### config.mk
export PLATFORM = sky130hd
export DESIGN_NAME = cv32e40p_rf_err_monitor
export DESIGN_NICKNAME = d
export VERILOG_FILES = /design/src/rtl/cv32e40p_rf_err_monitor.sv
export SDC_FILE = /design/constraint.sdc
export NUM_CORES = 1
export LEC_CHECK = 0
export BUFFER_PORTS_ARGS = -buffer_cell sky130_fd_sc_hd__buf_2
export CORE_MARGIN = 2
export CORE_UTILIZATION = 40
export DETAILED_ROUTE_END_ITERATION = 16
export PLACE_DENSITY = 0.68
export SETUP_SLACK_MARGIN = 0.1
export SLEW_MARGIN = 15
export SYNTH_ARGS = -nofsm -noshare
export SYNTH_HDL_FRONTEND = slang
export SYNTH_SLANG_ARGS = --single-unit
### constraint.sdc
create_clock -name clk_i -period 13.3 [get_ports clk_i]
set_clock_uncertainty 0.05 [all_clocks]
set_input_delay 2.66 -clock clk_i [delete_from_list [all_inputs] [get_ports clk_i]]
set_output_delay 2.66 -clock clk_i [all_outputs]
set_load 0.05 [all_outputs]
### src/rtl/cv32e40p_rf_err_monitor.sv
// -----------------------------------------------------------------------------
// cv32e40p_rf_err_monitor
//
// Watches the register-file ECC check outputs of the core wrapper. Each of the
// three ports has a saturating single-error counter and a sticky double-error
// (DED) flag. A three-state health FSM (OK / WARN / FATAL) drives a level
// interrupt and, optionally, a debug halt request. Software reads and clears
// the counters and flags through a small req/gnt/rvalid register port.
//
// The FSM state is observable through STATUS[1:0].
//
// Register port handshake: a request is granted in the same cycle it is
// raised (reg_gnt_o == reg_req_i). Every granted request, read or write,
// gets exactly one reg_rvalid_o pulse on the following cycle. reg_rdata_o
// carries read data only during that pulse and is zero otherwise, including
// for write responses. A read issued in the same cycle as an update returns
// the value from before that update.
//
// Register map (word-aligned, addr[1:0] ignored):
//   0x00 STATUS  RO  [1:0] state, [4:2] ded flags, [5] irq enable
//   0x04 SE_CNT0 RO
//   0x08 SE_CNT1 RO
//   0x0C SE_CNT2 RO
//   0x10 CTRL    W   bit0 clear counters, bit1 clear DED flags,
//                    bit2 irq enable (reads back in bit2)
//   others       read 0, writes ignored
//
// Build option:
//   CV32E40P_RF_ERR_HALT_EN  when defined, debug_req_o is a registered level
//                            that is high while the FSM is in FATAL. When
//                            undefined, debug_req_o is tied to 0.
//
// Parameters:
//   CNT_W      width of each single-error counter (2..32)
//   SE_THRESH  counter value at or above which WARN is entered
//
// Ports:
//   clk_i         core clock
//   rst_i         synchronous active-high reset
//   single_err_i  per-port single-error event, one event per high cycle
//   ded_i         per-port double-error event, one event per high cycle
//   reg_req_i     register access request
//   reg_gnt_o     grant (same cycle as request)
//   reg_we_i      1 = write
//   reg_addr_i    byte address
//   reg_wdata_i   write data
//   reg_rvalid_o  response valid, one cycle after grant
//   reg_rdata_o   read data
//   err_irq_o     level interrupt to the core
//   debug_req_o   halt request to the core
// -----------------------------------------------------------------------------
module cv32e40p_rf_err_monitor #(
  parameter int CNT_W     = 16,
  parameter int SE_THRESH = 8
) (
  input  logic        clk_i,
  input  logic        rst_i,
  input  logic [2:0]  single_err_i,
  input  logic [2:0]  ded_i,
  input  logic        reg_req_i,
  output logic        reg_gnt_o,
  input  logic        reg_we_i,
  input  logic [4:0]  reg_addr_i,
  input  logic [31:0] reg_wdata_i,
  output logic        reg_rvalid_o,
  output logic [31:0] reg_rdata_o,
  output logic        err_irq_o,
  output logic        debug_req_o
);

  typedef enum logic [1:0] {
    ST_OK    = 2'd0,
    ST_WARN  = 2'd1,
    ST_FATAL = 2'd2,
    ST_BAD   = 2'd3
  } state_e;

  localparam logic [CNT_W-1:0] CNT_MAX = {CNT_W{1'b1}};
  localparam logic [CNT_W-1:0] CNT_ONE = CNT_W'(1);
  localparam logic [CNT_W-1:0] THRESH  = CNT_W'(SE_THRESH);

  localparam logic [2:0] IDX_STATUS = 3'd0;
  localparam logic [2:0] IDX_CNT0   = 3'd1;
  localparam logic [2:0] IDX_CNT1   = 3'd2;
  localparam logic [2:0] IDX_CNT2   = 3'd3;
  localparam logic [2:0] IDX_CTRL   = 3'd4;

  // State
  state_e           state_q, state_d;
  logic [CNT_W-1:0] se_cnt_q [3];
  logic [CNT_W-1:0] se_cnt_d [3];
  logic [2:0]       ded_q, ded_d;
  logic             irq_en_q, irq_en_d;
  logic             rvalid_q, rvalid_d;
  logic [31:0]      rdata_q, rdata_d;

  // Register port decode
  logic [2:0]  reg_idx;
  logic        wr_ctrl;
  logic        clr_cnt;
  logic        clr_ded;
  logic        rd_en;
  logic [31:0] rdata_mux;
  logic        any_hi;
  logic        any_ded;

  // Address low bits and undefined CTRL bits carry no meaning here.
  logic unused_bits;
  assign unused_bits = ^{reg_addr_i[1:0], reg_wdata_i[31:3]};

  assign reg_idx   = reg_addr_i[4:2];
  assign reg_gnt_o = reg_req_i;
  assign wr_ctrl   = reg_req_i & reg_we_i & (reg_idx == IDX_CTRL);
  assign clr_cnt   = wr_ctrl & reg_wdata_i[0];
  assign clr_ded   = wr_ctrl & reg_wdata_i[1];
  assign rd_en     = reg_req_i & ~reg_we_i;

  // Counters: a clear in the same cycle as an event leaves the counter at 1,
  // because the clear is applied before that cycle's event.
  always_comb begin
    for (int k = 0; k < 3; k++) begin
      se_cnt_d[k] = clr_cnt ? '0 : se_cnt_q[k];
      if (single_err_i[k] && (se_cnt_d[k] != CNT_MAX)) begin
        se_cnt_d[k] = se_cnt_d[k] + CNT_ONE;
      end
    end
  end

  // DED flags: a new event wins over a clear in the same cycle.
  assign ded_d    = (clr_ded ? 3'b000 : ded_q) | ded_i;
  assign irq_en_d = wr_ctrl ? reg_wdata_i[2] : irq_en_q;

  // Health decisions are taken on post-update values.
  always_comb begin
    any_hi = 1'b0;
    for (int k = 0; k < 3; k++) begin
      if (se_cnt_d[k] >= THRESH) begin
        any_hi = 1'b1;
      end
    end
  end

  assign any_ded = |ded_d;

  // Health FSM next state. Counters only decrease through a clear and DED
  // flags only drop through a clear, so leaving WARN or FATAL here always
  // corresponds to a software clear.
  always_comb begin
    state_d = state_q;
    unique case (state_q)
      ST_OK: begin
        if (any_ded)     state_d = ST_FATAL;
        else if (any_hi) state_d = ST_WARN;
        else             state_d = ST_OK;
      end
      ST_WARN: begin
        if (any_ded)     state_d = ST_FATAL;
        else if (any_hi) state_d = ST_WARN;
        else             state_d = ST_OK;
      end
      ST_FATAL: begin
        if (any_ded)     state_d = ST_FATAL;
        else if (any_hi) state_d = ST_WARN;
        else             state_d = ST_OK;
      end
      default: begin
        state_d = ST_OK;
      end
    endcase
  end

  // Read mux uses the pre-update (registered) values.
  always_comb begin
    rdata_mux = '0;
    unique case (reg_idx)
      IDX_STATUS: rdata_mux = {26'd0, irq_en_q, ded_q, state_q};
      IDX_CNT0:   rdata_mux = 32'(se_cnt_q[0]);
      IDX_CNT1:   rdata_mux = 32'(se_cnt_q[1]);
      IDX_CNT2:   rdata_mux = 32'(se_cnt_q[2]);
      IDX_CTRL:   rdata_mux = {29'd0, irq_en_q, 2'b00};
      default:    rdata_mux = '0;
    endcase
  end

  assign rvalid_d = reg_req_i;
  assign rdata_d  = rd_en ? rdata_mux : '0;

  always_ff @(posedge clk_i) begin
    if (rst_i) begin
      state_q  <= ST_OK;
      ded_q    <= 3'b000;
      irq_en_q <= 1'b0;
      rvalid_q <= 1'b0;
      rdata_q  <= '0;
      for (int k = 0; k < 3; k++) begin
        se_cnt_q[k] <= '0;
      end
    end else begin
      state_q  <= state_d;
      ded_q    <= ded_d;
      irq_en_q <= irq_en_d;
      rvalid_q <= rvalid_d;
      rdata_q  <= rdata_d;
      for (int k = 0; k < 3; k++) begin
        se_cnt_q[k] <= se_cnt_d[k];
      end
    end
  end

  assign reg_rvalid_o = rvalid_q;
  assign reg_rdata_o  = rdata_q;
  assign err_irq_o    = irq_en_q & (state_q != ST_OK);

`ifdef CV32E40P_RF_ERR_HALT_EN
  // Registered from the next state so the halt level tracks state_q exactly.
  logic halt_q;

  always_ff @(posedge clk_i) begin
    if (rst_i) begin
      halt_q <= 1'b0;
    end else begin
      halt_q <= (state_d == ST_FATAL);
    end
  end

  assign debug_req_o = halt_q;
`else
  assign debug_req_o = 1'b0;
`endif

endmodule

Word level (Yosys, flattened, before mapping)

Memories as Yosys holds them, arrays and structs flattened.
Cells that the tools add are included.
W data, S select, Z words.

Flip-flop bits (word level): 39
Bits in writable memories: 48
Input bits: 47
Memories: 1

Add/sub/neg operators: 3
Magnitude comparators: 3
Eq/ne operators: 9
Mux-type cells: 19
Bitwise operators: 13
Reductions and logical operators: 11

Memory list:

| memory   | words | width | rd ports | clocked after Yosys merged registers in | wr ports | line | RTL |
|---|---|---|---|---|---|---|---|
| se_cnt_q | 3     | 16    | 3        | 0                                       | 3        | 90   | `logic [CNT_W-1:0] se_cnt_q [3];` |

Operator list:

| cell                    | number |
|---|---|
| $mux W16                | 9 |
| $pmux W16 S5            | 1 |
| $add A16 B1 Y16 const B | 3 |
| $ge A16 B4 Y1 const B   | 3 |
| $ne A16 B16 Y1 const B  | 3 |
| $mux W1                 | 7 |
| $and A1 B1 Y1           | 6 |
| $eq A3 B2 Y1 const B    | 2 |
| $reduce_or A3 Y1        | 2 |
| $reduce_or A5 Y1        | 1 |
| $reduce_or A2 Y1        | 2 |
| $eq A3 B1 Y1 const B    | 1 |
| $eq A3 B3 Y1 const B    | 1 |
| $logic_and A1 B1 Y1     | 3 |
| $logic_not A3 Y1        | 1 |
| $mux W3                 | 1 |
| $not A1 Y1              | 3 |
| $or A1 B1 Y1            | 3 |
| $or A3 B3 Y3            | 1 |
| $eq A2 B1 Y1 const B    | 1 |
| $eq A2 B2 Y1 const B    | 1 |
| $logic_not A2 Y1        | 1 |
| $mux W2                 | 1 |
| $reduce_bool A2 Y1      | 1 |

Logic depth before layout (Yosys ltp)

Gate-level depths: netlist (run 1).

Depth in word-level cells: 13
Depth in mapped cells: 17
Depth with buffers taken out: 12

Worst setup path before layout (run 1)

Ideal clock, no wire load.

Path kind: input -> register
Start: input reg_addr_i[3]
End: register state_q[0]
Library setup time: 122 ps
Arrival time: 5921 ps
Required time: 13128 ps
Setup slack: 7207 ps
Stages on the path: 16
Cells stage by stage: or2_1 > or2_1 > buf_6 > clkbuf_1 > clkbuf_1 > clkbuf_1 > and2_1 > ha_1 > and3_1 > clkbuf_1 > xnor2_1 > a21oi_1 > or4_4 > a2111oi_2 > o2111ai_1 > o311a_1

Cells in the longest elaborated chain, start to end: 12
Elaborated cells on any way between the ends: 29
Classes of those cells: add/sub (3); order compare (3); eq/ne (4); mux (11); bitwise (4); reduce/logical (4)

RTL lines:

| item                                                     | line | RTL |
|---|---|---|
| from (decl)                                              | 63   | `input logic [4:0] reg_addr_i,` |
| $eq A3 B3 Y1 (*)                                         | 113  | `assign wr_ctrl = reg_req_i & reg_we_i & (reg_idx == IDX_CTRL);` |
| $and A1 B1 Y1 (*)                                        | 113  |  |
| branches (longest 10 deep; another with $add A16 B1 Y16) | -    |  |
| to (signal assigned)                                     | 199  | `state_q <= state_d;` |
| to (decl)                                                | 89   | `state_e state_q, state_d;` |

Mark *: on every way between the ends.
A chain may end at the register's enable or synchronous reset.

Worst setup path in the final report (run 1)

Same ends and word-level chain as after synthesis.

==> metrics.md, run 1 <==
| Metric | Value |
|---|---|
| Hold Path Class | register to register |
| Flop pwr share | 0.449 |
| Power Total | 0.000488 W |
| Synthesized-area fraction occupied by adder cells | 0.00919 |
| Largest family of logic cells by synthesized area | simple AND/OR/NAND/NOR gates |
| TritonCTS Buffers | 9 |
| Root Buffer | clkbuf_8 |
| Clock share of power | 0.476 |
| Vert. Die Dim | 105 um |
| Final hold viol count | 0 |
| Max Root-Sink Buffers | 2 |
| Final Wtd Congestion | 0.905 |
| Slowest CP cell | nor4_2 |
| CP Cell Sequence | buf_2, or2_1, or2_1, buf_4, and2_1, ha_1, nand3_1, nor4_2, nand3_2, nand2_4, o221ai_1, a2111oi_2, o2111ai_1, o311a_1 |
| Initial antenna violation count | 0 |
| Core Box Area | 9860 um2 |
| WS Path Type | input port to register |
| Top Family by Delay on Critical Path | simple AND/OR/NAND/NOR gates |
| Sum Neg Setup Slack | 0 ns |
| Worst Path Arrival | 6.61 ns |
| Via density | 5.56 |
| Clk slew on worst S/H paths | 0.08 ns |
| H-tree depth | 3 |
| # setup viols final | 0 |
| Worst-Skew Late Latency | 0.36 ns |
| Switch share | 0.232 |
| CP Max Fanout | 23 |
| CP Launch Type | input port |
| Multi-input logic area | 2430 um2 |
| DRC viols | 0 |
| Synth Area in Simple Gates | 0.294 |
| Vias in the first global route | 3,355 |
| DR WL/cell | 15.5 um |
| Worst slew pin tran | 0.834 ns |
| GR Overflow Total | 0 |
| Int Pwr | 0.000374 W |
| Largest net degree at the start of global routing | 29 |
| CTS tree | yes |
| Predominant post-synthesis flop cell | dfxtp_1 |
| Post-Synth XOR/XNOR Area | 0.101 |
| Initial core utilization | 0.414 |
| Post-synthesis async set-or-reset flop share | 0 |
| Nets | 553 |
| Area growth syn-to-layout | 10.0% |
| Die area | 11,000 um2 |
| RSZ-0062 raised after global routing | no |
| # IOs | 83 |
| Grt met3 use | 0.0281 |
| Syn. warnings | 0 |
| Post-DP HPWL | 7260 um |
| Total Wirelength | 9950 um |
| Share of cells above drive strength 1 | 0.142 |
| Fin crit share | 0.482 |
| Net Sw Power | 0.000113 W |
| First DRT Iteration DRCs | 225 |
| Mean Syn Cell Area | 8.30 um2 |
| Port bufs | 34 |
| N_diodes | 0 |
| Gr busiest metal | met2 |
| Max-cap viol count | 0 |
| 1st-pass router iterations | 5 |
| Post-CTS Repair Setup Buffers | 0 |
| Seq. cell area | 1420 um2 |
| Synth Cell Area | 4080 um2 |
| Slowest stage delay, CP | 0.50 ns |
| Global Route met2 Usage | 0.303 |
| EDFF count, synth | 0 |
| Via count | 3,561 |
| Total GRT Usage | 0.183 |
| Clock Sinks | 71 |
| Distinct cells, synth | 59 |
| Crit path buf inv count | 2 |
| First-pass GRT wire length | 16,300 um |
| Worst rel slew slack | 0.430 |
| Static leakage | 1.67 nW |
| Comb power frac | 0.075 |
| Core Rows | 36 |
| CP most frequent cell | or2_1 |
| CP required | 13.50 ns |
| Syn Inst Count | 492 |
| P per Cell Area | 109 nW/um2 |
| Cts repair resizes | 0 |
| Mux contribution to synthesized area | 0.0683 |
| Antenna Nets Post-Route | 0 |
| Fill count | 982 |
| Final Max Slew Viols | 0 |
| # hold bufs at CTS | 0 |
| Met1 Track Usage GR | 0.234 |
| Final min period | 6.41 ns |
| Post-synthesis compound-gate area fraction | 0.106 |
| CP Capture Type | register |
| Outcome | complete, no violations |
| Die Width | 105 um |
| Worst VDD drop | 0.0484 mV |
| Synth Register Bits | 71 |
| Post-synthesis sequential area ratio | 0.348 |
| Fmax | 0.156 GHz |
-- layout make-up --
type | instances | share of cell area
Multi-Input combinational cell | 379 | 0.540
Tap cell | 133 | 0.0370
Timing Repair Buffer | 36 | 0.0412
Sequential cell | 71 | 0.316
Inverter | 6 | 0.00501
Clock buffer | 11 | 0.0315
Clock inverter | 5 | 0.0287
-- cells in the final DEF, fill, tap and decap left out, drive strengths merged, types with 6 or more instances in the layout --
master and n:
nor2 71, nand2 32, dfxtp 71, mux2i 11, conb 17, and2 8, o21ai 10, buf 36
xnor2 29, nor4 10, clkbuf 11, xor2 18, and3 10, a22oi 11, nor2b 14, nand3 24
and4 11, nor3 11, inv 6, nand4 18, a21oi 9, a31oi 9, mux2 11
-- sequential cells by signal, indices dropped and copies added (netlist names) --
register	count
ded_q	3
irq_en_q	1
reg_rdata_o	16
reg_rvalid_o	1
se_cnt_q	48
state_q	2
-- cells in the mapped netlist (all sizes together) (6+ instances only) --
library cell | count | area, um2
a21oi | 9 | 45.0
a22oi | 11 | 82.6
a31oi | 9 | 62.6
and2 | 8 | 50.1
and3 | 10 | 62.6
and4 | 11 | 96.3
buf | 23 | 165
clkbuf | 29 | 110
dfxtp | 71 | 1420
inv | 6 | 22.5
mux2 | 11 | 124
mux2i | 11 | 110
nand2 | 32 | 128
nand3 | 24 | 125
nand4 | 18 | 113
nor2 | 71 | 267
nor2b | 14 | 87.6
nor3 | 11 | 55.1
nor4 | 10 | 83.8
o21ai | 10 | 50.1
xnor2 | 29 | 254
xor2 | 18 | 158
-- final timing paths --
kind | startpoint | to | slack (ns) | cells after the start
max | reg_addr_i[3] | state_q[0]$_SDFF_PP0_ | 6.89 | 14
min | ded_q[1]$_SDFF_PP0_ | ded_q[1]$_SDFF_PP0_ | 0.48 | 2
min reg2reg | ded_q[1]$_SDFF_PP0_ | ded_q[1]$_SDFF_PP0_ | 0.48 | 2
max reg2reg | se_cnt_q[0][32]$_SDFF_PP0_ | state_q[0]$_SDFF_PP0_ | 10.25 | 10
-- power by group through the flow --
stage / combinational (W) / clock (W) / sequential (W)
2_1_floorplan: 0.0000324 / 0 / 0.000223
3_3_place_gp: 0.0000357 / 0 / 0.000223
3_5_place_dp: 0.0000366 / 0 / 0.000224
4_1_cts: 0.0000367 / 0.000237 / 0.000219
5_1_grt: 0.0000398 / 0.000246 / 0.000219
6_report: 0.0000368 / 0.000232 / 0.000219
-- kinds of logic after synthesis --
family / Yosys count
AO/OA/AOI/OAI: 61
AND/OR/NAND/NOR: 227
other: 1
buffers and inverters: 58
flip-flops: 71
adder cells (fa/ha/maj): 3
XOR/XNOR: 47
multiplexers: 24
-- layer usage --
metal  share of wire  up-vias
met5               0        -
met4           0.017        0
met3           0.043       17
met2            0.49      102
met1            0.45     1712
li1                -     1730
-- worst reg2reg max path, stage by stage, from the launching register on --
cell and delay [ns]:
dfxtp_1 0.40, and2_1 0.19, ha_1 0.20, nand3_1 0.12, nor4_2 0.50, nand3_2 0.15
nand2_4 0.14, o221ai_1 0.19, a2111oi_2 0.40, o2111ai_1 0.25, o311a_1 0.34
-- through the flow --
stage                     instance area (um2)  hold slack [ns]  setup WS (ns)  instances  utilization
after floorplan                          4140            0.415           7.21        508            -
after global placement                   4220            0.446           6.66        625        0.428
after detailed placement                 4220            0.468           6.60        625        0.428
after CTS                                4490            0.484           6.96        641        0.455
after global routing                     4490            0.509           6.66        641        0.455
final                                    4490            0.478           6.89        641        0.455
Note: power is estimated with default switching activity, not from simulation.
==> inputs of run 2 (changes only) <==
==> constraint.sdc (replaced) <==
create_clock -name clk_i -period 6.65 [get_ports clk_i]
set_clock_uncertainty 0.05 [all_clocks]
set_input_delay 1.33 -clock clk_i [delete_from_list [all_inputs] [get_ports clk_i]]
set_output_delay 1.33 -clock clk_i [all_outputs]
set_load 0.05 [all_outputs]
==> metrics.md, run 2 (synthesized netlist as in run 1, its figures left out) <==
| Metric | Value |
|---|---|
| Outcome | complete, no violations (unchanged) |
| Final hold viol count | 0 (unchanged) |
| Initial antenna violation count | 0 (unchanged) |
| Hold_sp | ded_q[1]$_SDFF_PP0_ (unchanged) |
| Placed Instances | 625 (unchanged) |
| TritonCTS Buffers | 9 (unchanged) |
| First DRT Iteration DRCs | 224 (was 225) |
| Antenna Nets Post-Route | 0 (unchanged) |
| CP Capture Type | register (unchanged) |
| Total Wirelength | 9910 um (was 9950 um) |
| Nets | 553 (unchanged) |
| Area growth syn-to-layout | 9.19% (was 10.0%) |
| P per Cell Area | 208 nW/um2 (was 109 nW/um2) |
| Root Buffer | clkbuf_8 (unchanged) |
| CTS tree | yes (unchanged) |
| # hold bufs at CTS | 0 (unchanged) |
| Most flops, register | se_cnt_q (unchanged) |
| Top Family by Delay on Critical Path | simple AND/OR/NAND/NOR gates (unchanged) |
| # IOs | 83 (unchanged) |
| CP Cell Sequence | buf_2, or2_1, or2_1, and2_1, ha_1, nand3_1, nor4_2, nand3_2, nand2_4, o221ai_1, a2111oi_2, o2111ai_1, o311a_1 (was buf_2, or2_1, or2_1, buf_4, and2_1, ha_1, nand3_1, nor4_2, nand3_2, nand2_4, o221ai_1, a2111oi_2, o2111ai_1, o311a_1) |
| Max reg flops | 48 (unchanged) |
| Via density | 5.54 (was 5.56) |
| Clk slew on worst S/H paths | 0.08 ns (about the same) |
| Net Sw Power | 0.000227 W (was 0.000113 W) |
| CP Max Fanout | 23 (unchanged) |
| Fin crit share | 0.734 |
| H-tree depth | 3 (unchanged) |
| Worst-Skew Late Latency | 0.34 ns (was 0.36 ns) |
| Int Pwr | 0.000699 W (was 0.000374 W) |
| GR Overflow Total | 0 (unchanged) |
| Largest net degree at the start of global routing | 29 (unchanged) |
| First-pass GRT wire length | 16,300 um (about the same) |
| Finished Layout Cells | 641 (unchanged) |
| Vert. Die Dim | 105 um (unchanged) |
| Clock share of power | 0.448 (was 0.476) |
| Slowest stage delay, CP | 0.54 ns (was 0.50 ns) |
| CP most frequent cell | or2_1 (unchanged) |
| Crit path launch | reg_addr_i[3] (unchanged) |
| Clock Sinks | 71 (unchanged) |
| Via count | 3,548 (was 3,561) |
| Slowest CP cell | or2_1 (was nor4_2) |
| RSZ-0062 raised after global routing | no (unchanged) |
| Cts repair resizes | 0 (unchanged) |
| Post-DP HPWL | 7230 um (was 7260 um) |
| Switch share | 0.245 (was 0.232) |
| Core Box Area | 9860 um2 (unchanged) |
| Worst Path Arrival | 5.07 ns (was 6.61 ns) |
| Post-CTS Repair Setup Buffers | 0 (unchanged) |
| Vias in the first global route | 3,309 (was 3,355) |
| DRC viols | 0 (unchanged) |
| Worst slew pin tran | 0.882 ns (was 0.834 ns) |
| 1st-pass router iterations | 5 (unchanged) |
| Final min period | 4.88 ns |
| DR WL/cell | 15.5 um (about the same) |
| Fmax | 0.205 GHz |
| Worst VDD drop | 0.0909 mV (was 0.0484 mV) |
| Port bufs | 34 (unchanged) |
| Crit path buf inv count | 1 (was 2) |
| Final Wtd Congestion | 0.898 (was 0.905) |
| Share of cells above drive strength 1 | 0.142 (unchanged) |
| Power Total | 0.000926 W (was 0.000488 W) |
| N_diodes | 0 (unchanged) |
| CP required | 6.83 ns (was 13.50 ns) |
| Sum Neg Setup Slack | 0 ns (unchanged) |
| Comb power frac | 0.079 (was 0.075) |
| Final instance area | 4460 um2 (was 4490 um2) |
| FF-to-FF Start | se_cnt_q[0][32]$_SDFF_PP0_ (unchanged) |
| Reg-to-reg slack, setup | 3.62 ns (was 10.25 ns) |
| Worst rel slew slack | 0.397 (was 0.430) |
| Total GRT Usage | 0.182 (was 0.183) |
| # setup viols final | 0 (unchanged) |
| Dpl cell area | 4220 um2 (unchanged) |
| Most frequent cells in the layout | 71 x nor2_1, 71 x dfxtp_1, 34 x buf_2, 31 x nand2_1, 29 x xnor2_1 (unchanged) |
| CP Launch Type | input port (unchanged) |
| Max-cap viol count | 0 (unchanged) |
| Flop pwr share | 0.473 (was 0.449) |
| Die area | 11,000 um2 (unchanged) |
| Die Width | 105 um (unchanged) |
| Hold Path Class | register to register (unchanged) |
| Static leakage | 1.66 nW (was 1.67 nW) |
| WS Path Type | input port to register (unchanged) |
| Initial core utilization | 0.414 (unchanged) |
| Core Rows | 36 (unchanged) |
| Max Root-Sink Buffers | 2 (unchanged) |
| Final Max Slew Viols | 0 (unchanged) |
[run 2: cell types whose count changed in the layout (fill, tap and decap cells not counted), sizes merged]
cell	previous run	this run
bufinv	4	3
clkinv	1	3
clkbuf	11	10
[run 2: stage by stage]
step	setup WS, ns	hold WS [ns]	utilization
global route	1.60	0.534	0.452
finish	1.77	0.486	0.452
global placement	1.55	0.446	0.428
CTS	1.88	0.498	0.452
detailed placement	1.52	0.479	0.428
floorplan	1.89	0.415	-
[run 2: path summary, 6_finish.rpt]
kind	cells after the start	end
setup / recovery	13	state_q[0]$_SDFF_PP0_
hold / removal	2	ded_q[1]$_SDFF_PP0_
setup reg to reg	10	state_q[0]$_SDFF_PP0_
hold reg to reg	2	ded_q[1]$_SDFF_PP0_
[run 2: final cells by class]
class	instances	area (um2)
fillers	975	5410
clock buffers	10	128
flip-flops and latches	71	1420
clock inverters	6	109
multi-input cells	379	2430
repair buffers	36	185
well taps	133	166
inverters	6	22.5
[run 2: worst min-delay path, delay by kind of cell, from the launching register on]
family	cells	cell delay (ns)
and+or+nand+nor	1	0.07
DFF	1	0.36
AOI/OAI and AO/OA	1	0.07
[run 2: per-layer routing]
layer | up-vias | GRT usage | share of wire
li1 | 1719 | - | -
met1 | 1700 | 0.243 | 0.46
met2 | 112 | 0.301 | 0.48
met3 | 17 | 0.0175 | 0.043
met4 | 0 | 0.0724 | 0.019
met5 | - | 0 | 0
[run 2: power groups by stage]
stage	combinational [W]	clock, W	sequential (W)
after floorplan	0.0000649	0	0.000446
after global placement	0.0000711	0	0.000447
after detailed placement	0.0000728	0	0.000447
after CTS	0.0000732	0.000422	0.000437
after global routing	0.0000789	0.000441	0.000438
final	0.0000735	0.000415	0.000438
